<file path="config.mk">
export PLATFORM = sky130hd
export DESIGN_NAME = uart_tx_fifo
export DESIGN_NICKNAME = d
export VERILOG_FILES = /design/src/rtl/uart_pkg.sv /design/src/rtl/sync_fifo.sv /design/src/rtl/uart_tx_fifo.sv
export SDC_FILE = /design/constraint.sdc
export NUM_CORES = 1
export LEC_CHECK = 0
export CAP_MARGIN = 25
export CORE_ASPECT_RATIO = 1.75
export CORE_UTILIZATION = 60
export CTS_CLUSTER_DIAMETER = 150
export DETAILED_ROUTE_END_ITERATION = 6
export DONT_BUFFER_PORTS = 1
export PLACE_DENSITY = 0.79
export SLEW_MARGIN = 20
export SYNTH_ARGS = -nofsm -noshare
export SYNTH_HDL_FRONTEND = slang
export SYNTH_HIERARCHICAL = 1
export SYNTH_SLANG_ARGS = --single-unit
export TNS_END_PERCENT = 5
</file>
<file path="constraint.sdc">
create_clock -name clk -period 3.4 [get_ports clk]
set_input_delay 0.68 -clock clk [delete_from_list [all_inputs] [get_ports clk]]
set_output_delay 0.68 -clock clk [all_outputs]
set_load 0.01 [all_outputs]
</file>
<file path="src/rtl/uart_pkg.sv">
// Shared definitions for the UART TX path: serializer state encoding and framing constants.
package uart_pkg;

    localparam int UART_DATA_BITS       = 8;
    localparam int UART_CLK_DIV_DEFAULT = 434;

    typedef enum logic [2:0] {
        ST_IDLE,
        ST_START,
        ST_DATA,
        ST_PARITY,
        ST_STOP
    } uart_state_t;

endpackage

</file>
<file path="src/rtl/sync_fifo.sv">
// Single-clock circular FIFO with registered full/empty flags.
// Pointers carry one extra MSB so full and empty are distinguishable.
module sync_fifo #(
    parameter int WIDTH = 8,
    parameter int DEPTH = 16
) (
    input  logic             clk,
    input  logic             rst,
    input  logic             push,
    input  logic [WIDTH-1:0] wdata,
    input  logic             pop,
    output logic [WIDTH-1:0] rdata,
    output logic             full,
    output logic             empty
);

    localparam int AW = $clog2(DEPTH);

    logic [WIDTH-1:0] mem [DEPTH];
    logic [AW:0]      wptr, rptr;
    logic [AW:0]      wptr_nxt, rptr_nxt;
    logic             do_push, do_pop;

    // A pop frees a slot in the same cycle, so a full FIFO can still accept.
    assign do_pop  = pop && !empty;
    assign do_push = push && (!full || do_pop);

    always_comb begin
        wptr_nxt = wptr + {{AW{1'b0}}, do_push};
        rptr_nxt = rptr + {{AW{1'b0}}, do_pop};
    end

    // NOTE: state registers use non-blocking assignments so every flop samples pre-edge values.
    always_ff @(posedge clk) begin
        if (rst) begin
            wptr  <= '0;
            rptr  <= '0;
            full  <= 1'b0;
            empty <= 1'b1;
        end else begin
            wptr  <= wptr_nxt;
            rptr  <= rptr_nxt;
            empty <= (wptr_nxt == rptr_nxt);
            full  <= (wptr_nxt[AW] != rptr_nxt[AW]) &&
                     (wptr_nxt[AW-1:0] == rptr_nxt[AW-1:0]);
        end
    end

    // NOTE: storage has no reset; the pointers alone decide which entries are valid.
    always_ff @(posedge clk) begin
        if (do_push) begin
            mem[wptr[AW-1:0]] <= wdata;
        end
    end

    assign rdata = mem[rptr[AW-1:0]];

endmodule

</file>
<file path="src/rtl/uart_tx_fifo.sv">
// Buffered UART transmitter (8 data bits, LSB first, 1 stop bit); writes never stall.
// Define UART_PARITY_EN to insert an even-parity bit between the data and stop bits.
module uart_tx_fifo
    import uart_pkg::*;
#(
    parameter int DEPTH   = 16,
    parameter int CLK_DIV = UART_CLK_DIV_DEFAULT
) (
    input  logic       clk,
    input  logic       rst,
    input  logic       tx_fifo_data_en,
    input  logic [7:0] tx_fifo_data,
    output logic       txd,
    output logic       fifo_full,
    output logic       fifo_empty,
    output logic       overflow,
    output logic       tx_busy
);

    localparam int BW = $clog2(CLK_DIV);
    localparam int CW = $clog2(UART_DATA_BITS);

    uart_state_t         state, state_nxt;
    logic [BW-1:0]       baud_cnt, baud_nxt;
    logic [CW-1:0]       bit_cnt, bit_nxt;
    logic [7:0]          sr, sr_nxt;
    logic [7:0]          head;
    logic                pop, boundary, txd_nxt;
`ifdef UART_PARITY_EN
    logic                par_bit, par_nxt;
`endif

    sync_fifo #(
        .WIDTH (8),
        .DEPTH (DEPTH)
    ) u_fifo (
        .clk   (clk),
        .rst   (rst),
        .push  (tx_fifo_data_en),
        .wdata (tx_fifo_data),
        .pop   (pop),
        .rdata (head),
        .full  (fifo_full),
        .empty (fifo_empty)
    );

    assign boundary = (baud_cnt == BW'(CLK_DIV - 1));

    // NOTE: every output of this block gets a default first, so no path can infer a latch.
    always_comb begin
        state_nxt = state;
        baud_nxt  = baud_cnt + BW'(1);
        bit_nxt   = bit_cnt;
        sr_nxt    = sr;
        pop       = 1'b0;
`ifdef UART_PARITY_EN
        par_nxt   = par_bit;
`endif
        case (state)
            ST_IDLE: begin
                baud_nxt = baud_cnt;
                if (!fifo_empty) begin
                    pop       = 1'b1;
                    sr_nxt    = head;
                    baud_nxt  = '0;
                    bit_nxt   = '0;
                    state_nxt = ST_START;
`ifdef UART_PARITY_EN
                    par_nxt   = ^head;
`endif
                end
            end
            ST_START: begin
                if (boundary) begin
                    baud_nxt  = '0;
                    state_nxt = ST_DATA;
                end
            end
            ST_DATA: begin
                if (boundary) begin
                    baud_nxt = '0;
                    sr_nxt   = sr >> 1;
                    bit_nxt  = bit_cnt + CW'(1);
                    if (bit_cnt == CW'(UART_DATA_BITS - 1)) begin
`ifdef UART_PARITY_EN
                        state_nxt = ST_PARITY;
`else
                        state_nxt = ST_STOP;
`endif
                    end
                end
            end
`ifdef UART_PARITY_EN
            ST_PARITY: begin
                if (boundary) begin
                    baud_nxt  = '0;
                    state_nxt = ST_STOP;
                end
            end
`endif
            ST_STOP: begin
                if (boundary) begin
                    baud_nxt  = '0;
                    state_nxt = ST_IDLE;
                end
            end
            default: begin
                state_nxt = ST_IDLE;
            end
        endcase

        // txd is decoded from the next state so the flop lines up with the state register.
        case (state_nxt)
            ST_START:  txd_nxt = 1'b0;
            ST_DATA:   txd_nxt = sr_nxt[0];
`ifdef UART_PARITY_EN
            ST_PARITY: txd_nxt = par_nxt;
`endif
            default:   txd_nxt = 1'b1;
        endcase
    end

    always_ff @(posedge clk) begin
        if (rst) begin
            state    <= ST_IDLE;
            baud_cnt <= '0;
            bit_cnt  <= '0;
            sr       <= '0;
            txd      <= 1'b1;
            tx_busy  <= 1'b0;
            overflow <= 1'b0;
`ifdef UART_PARITY_EN
            par_bit  <= 1'b0;
`endif
        end else begin
            state    <= state_nxt;
            baud_cnt <= baud_nxt;
            bit_cnt  <= bit_nxt;
            sr       <= sr_nxt;
            txd      <= txd_nxt;
            tx_busy  <= (state_nxt != ST_IDLE);
            if (tx_fifo_data_en && fifo_full && !pop) begin
                overflow <= 1'b1;
            end
`ifdef UART_PARITY_EN
            par_bit  <= par_nxt;
`endif
        end
    end

endmodule

</file>
-- Word-level counts from Yosys, hierarchy flattened
Memory sizes are Yosys's and may differ from the RTL's. A register that Yosys moved wholly into a read port is not among the register bits.
Index checks and enable logic that the tools add are counted.
Widths: inputs -> output; s select.
- register bits after elaboration: 38
- RAM bits: 128
- input port bits: 11
- output and inout bits: 5
- word-level logic and storage cells: 64
- memories: 1
- $add $sub $neg: 4
- eq/ne operators: 12
- muxes and demuxes: 21
- reduce and logical (&&, ||, !) cells: 14
- memories (name ; depth ; width ; read ports ; clocked after memory_dff ; wr ports ; line ; text):
    u_fifo.mem ; 16 ; 8 ; 1 ; 1 ; 1 ; sync_fifo.sv:19 ; logic [WIDTH-1:0] mem [DEPTH];
- operator list (cell ; number):
    $mux 3 ; 7
    $mux 9 ; 2
    $pmux 9 s2 ; 1
    $mux 8 ; 2
    $pmux 8 s2 ; 1
    $pmux 3 s4 ; 1
    $add 5x1->5 ; 2
    $add 9x1->9 const B ; 1
    $eq 9x9->1 const B ; 1
    $eq 3x1->1 const B ; 2
    $eq 3x2->1 const B ; 2
    $eq 3x3->1 const B ; 2
    $pmux 3 s2 ; 1
    $eq 5x5->1 ; 1
    $logic_and 1x1->1 ; 5
    $eq 4x4->1 ; 1
    $mux 1 ; 4
    $mux 4 ; 1
    $ne 2x2->1 const B ; 2
    $add 3x1->3 const B ; 1
    $logic_not 1->1 ; 3
    $logic_not 3->1 ; 1
    $reduce_and 3->1 ; 1
    $reduce_bool 3->1 ; 1
    other kinds (5) ; 5

-- Longest topological paths before layout
- word-level depth: 8
- depth in mapped cells: 12
- depth with buffers taken out: 11

-- Modules after synthesis
Netlist, hierarchy kept.
- by module, submodules not included (module ; instances ; cells an instance ; area each (um^2) ; seq. area each (um^2)):
    sync_fifo ; 1 ; 307 ; 5574.1 ; 4083.9
    uart_tx_fifo ; 1 ; 135 ; 1201.2 ; 520.5

-- Worst setup path before layout
Ideal clock, no wire load.
- path type: reg2reg
- from: register state[0]
- to: memory u_fifo.mem[0][0], enable pin
- setup time: 0.383 ns
- arrival time: 2.432 ns
- required time: 3.017 ns
- slack: 0.585 ns
- stages on the path, launching flop included: 9
- period minus slack after synthesis: 2.815 ns
- cells stage by stage: dfxtp_1 buf_2 nor2_1 nand2_1 inv_2 nor2b_4 o21a_1 or3b_2 nor3_1
- cells in the longest elaborated chain, start to end: 7
- ends and longest elaborated chain (what ; line ; text):
    start: declaration ; uart_tx_fifo.sv:23 ; uart_state_t state, state_nxt;
    start signal: assignment ; uart_tx_fifo.sv:136 ; state <= state_nxt;
    $logic_not 3->1 ; uart_tx_fifo.sv:59 ; case (state)
    $mux 1 ; uart_tx_fifo.sv:59 ;
    via pop ; uart_tx_fifo.sv:28 ; logic pop, boundary, txd_nxt;
    $logic_and 1x1->1 ; sync_fifo.sv:25 ; assign do_pop = pop && !empty;
    $logic_or 1x1->1 ; sync_fifo.sv:26 ; assign do_push = push && (!full || do_pop);
    $logic_and 1x1->1 ; sync_fifo.sv:26 ;
    $mux 1 ; sync_fifo.sv:51 ; if (do_push) begin
    $mux 1 (implied by the code) ; sync_fifo.sv:52 ; mem[wptr[AW-1:0]] <= wdata;
    end: declaration ; sync_fifo.sv:19 ;
The timed path passes the listed nets, and every way through them passes these cells.

-- Worst setup path in the final report
- from: register state[2]
- to: memory u_fifo.mem[2][6], enable pin
The elaborated chain is that of the path after synthesis.

==> results.cfg <==
[synthesis]
syn_inst = 442
ys_warn_count = 6
synth-seq-cells = 166
yosysSeqAreaShare_pct = 68.0
synth.cell_area_um2 = 6780
synth_top_area_cell = edfxtp_1
ys.flop_type = edfxtp_1
synth.distinct_cells = 53
synth_edf_count = 128
netlist_top_cells_count = 128 x edfxtp_1, 49 x nor2_1, 38 x dfxtp_1, 34 x mux2i_1, 17 x nand2_1
syn_avg_cell_area_um2 = 15.3
yosys-top-cells-area = edfxtp_1 57%, dfxtp_1 11%, mux4_2 5.3%
yosysMostFrequentCell = edfxtp_1
synth_top_area_share_pct = 56.7
synth_nets = 460
synthArstFlopShare_pct = 0

[clock_tree]
ctsResizeCount = 0
cts_tree = done
clockBufferDepth = 2
hold_buffers = 0
root_buffer = clkbuf_16
cts_buffers = 17
postCtsSetupBuffers = 0
insertion_delay_ns = 0.42
clkTransAtPathRegs_ns = 0.06
clkSinkCount = 166
htreeDepth = 4

[grt]
grt_usage_pct = 26.2
grt_overflow_total = 0
grt_pass1_wl_mm = 21.1
grt_max_degree = 31
grt_pass1_vias = 3926
antenna_found_initial = 0

[sta]
rsz0062_at_grt = false
fmax_mhz = 335
max_slew.worst_pin.slew_ns = 0.790
hold_violations = 0
fin_crit_ns = 2.98
finalSetupTns_ns = 0
holdWs_ns = 0.331
setup_viol = 0
report.final.slew_viol_count = 0
max_slew_margin_pct = 47.2
period_share_pct = 87.8
finClkSkew_ns = 0.00793

[setup_path]
crit_required_ns = 3.45
crit_chain = nor2_1 -> nand2_1 -> inv_2 -> nor2b_4 -> o21a_1 -> or3b_2 -> nor2_1
cp_slowest_cell = nor2_1
cp_max_fo = 10
cpPeakStageDelay_ns = 0.56
worstSetupPathType = flip-flop to flip-flop
cp_top_family = simple AND/OR/NAND/NOR gates
cp_data_arrival_time_ns = 3.04
startpoint_type = flip-flop
path_common_cell = nor2_1
timing.critical_path.to_type = flip-flop
cp_num_buf_inv = 1

[drt]
postRouteWirelength_mm = 13.6
dr.first_iter.drc_count = 375
dr.pass1.iters = 5
drc = 0
detail-route-antenna-nets = 0
routed_via_density = 6.32
dr_total_vias = 3775
wire_per_inst_um = 22.9

[cells_and_area]
finalNetCount = 470
diodes = 0
drive_above_1_share_pct = 15.7
area_growth_syn_to_layout_pct = 10.8
fill_cells = 741

[floorplanning]
pin_count = 16
die_y_um = 143
coreArea_um2 = 11000
die_w_um = 82.3
rows = 51
start_util_pct = 61.4
die-area_um2 = 11700

[place]
dp.final_hpwl_mm = 9.34
numPortBuffers = 0
place.gp.congestion = 0.850

[pwr]
power.leakage_nw = 2.47
ir_worst_vdd_uv = 569
power_density_nw_per_um2 = 601

[hold_path]
hp-class = input pin to flip-flop

[status]
outcome = complete, no violations

[job]
maxCapViolCount = 0
[cell usage in the layout (no fill, tap or decap), drive strengths merged, types with 4 or more instances in the layout]
cell	instances
a21oi	5
a221oi	16
a222oi	6
a22oi	9
buf	14
clkbuf	18
clkinv	6
dfxtp	38
edfxtp	128
ha	7
inv	12
mux2i	34
mux4	16
nand2	18
nand2b	4
nand3	5
nand4	5
nor2	49
nor2b	8
nor3	5
o21ai	12
xnor2	9
xor2	10
[metal layers]
metal | GRT usage [%] | part of all wire (%) | vias up
met5 | 0 | 0 | -
met4 | 16.0 | 5.1 | 0
met3 | 6.22 | 4.9 | 45
met2 | 45.4 | 54 | 147
met1 | 27.9 | 36 | 1863
li1 | - | - | 1720
[path summary, 6_finish.rpt]
check                           depth (start not counted)       start                to  slack, ns
worst max-delay path                                    7    state[2]  u_fifo/mem[2][6]       0.42
worst min-delay path                                    1         rst             sr[3]       0.33
worst max register to register                          7    state[2]  u_fifo/mem[2][6]       0.42
worst min register to register                          2  bit_cnt[1]        bit_cnt[1]       0.45
[through the flow]
step	std cells	instance area (µm²)	setup WS, ns	util, %	power [mW]
global placement	565	6930	0.602	62.7	2.68
CTS	597	7510	0.424	68.0	4.54
global route	597	7510	0.181	68.0	4.66
finish	597	7510	0.415	68.0	4.51
floorplan	442	6780	0.585	-	2.61
detailed placement	565	6930	0.433	62.7	2.69
[logic make-up after synthesis]
group | Yosys count | share of synthesized area, %
XOR/XNOR | 21 | 3.23
buffers and inverters | 31 | 2.40
adder cells (fa/ha/maj) | 7 | 1.29
flip-flops | 166 | 68.0
multiplexers | 50 | 10.3
AO/OA/AOI/OAI | 57 | 6.28
AND/OR/NAND/NOR | 110 | 8.49
[registers in the layout, indices dropped and copies added (netlist names), 3 cells and up]
name and cells:
sr 8, u_fifo/mem 128, u_fifo/wptr 5, baud_cnt 9, state 3, u_fifo/rptr 5, bit_cnt 3
[power by group]
group	switching (mW)	leakage, nW	internal, mW
combinational	0.177	0.726	0.168
sequential	0.0642	1.47	2.24
clock	0.778	0.276	1.09
[area by class of cell]
| type | count | area (µm²) | share of cell area, % |
|---|---|---|---|
| Tap cell | 132 | 165 | 2.20 |
| Clock inverter | 14 | 150 | 2.00 |
| Sequential cell | 166 | 4610 | 61.4 |
| Timing Repair Buffer | 14 | 118 | 1.57 |
| Multi-Input combinational cell | 245 | 2010 | 26.8 |
| Clock buffer | 18 | 429 | 5.72 |
| Inverter | 8 | 30.0 | 0.400 |
No activity file was read; power rests on OpenSTA's default activity.
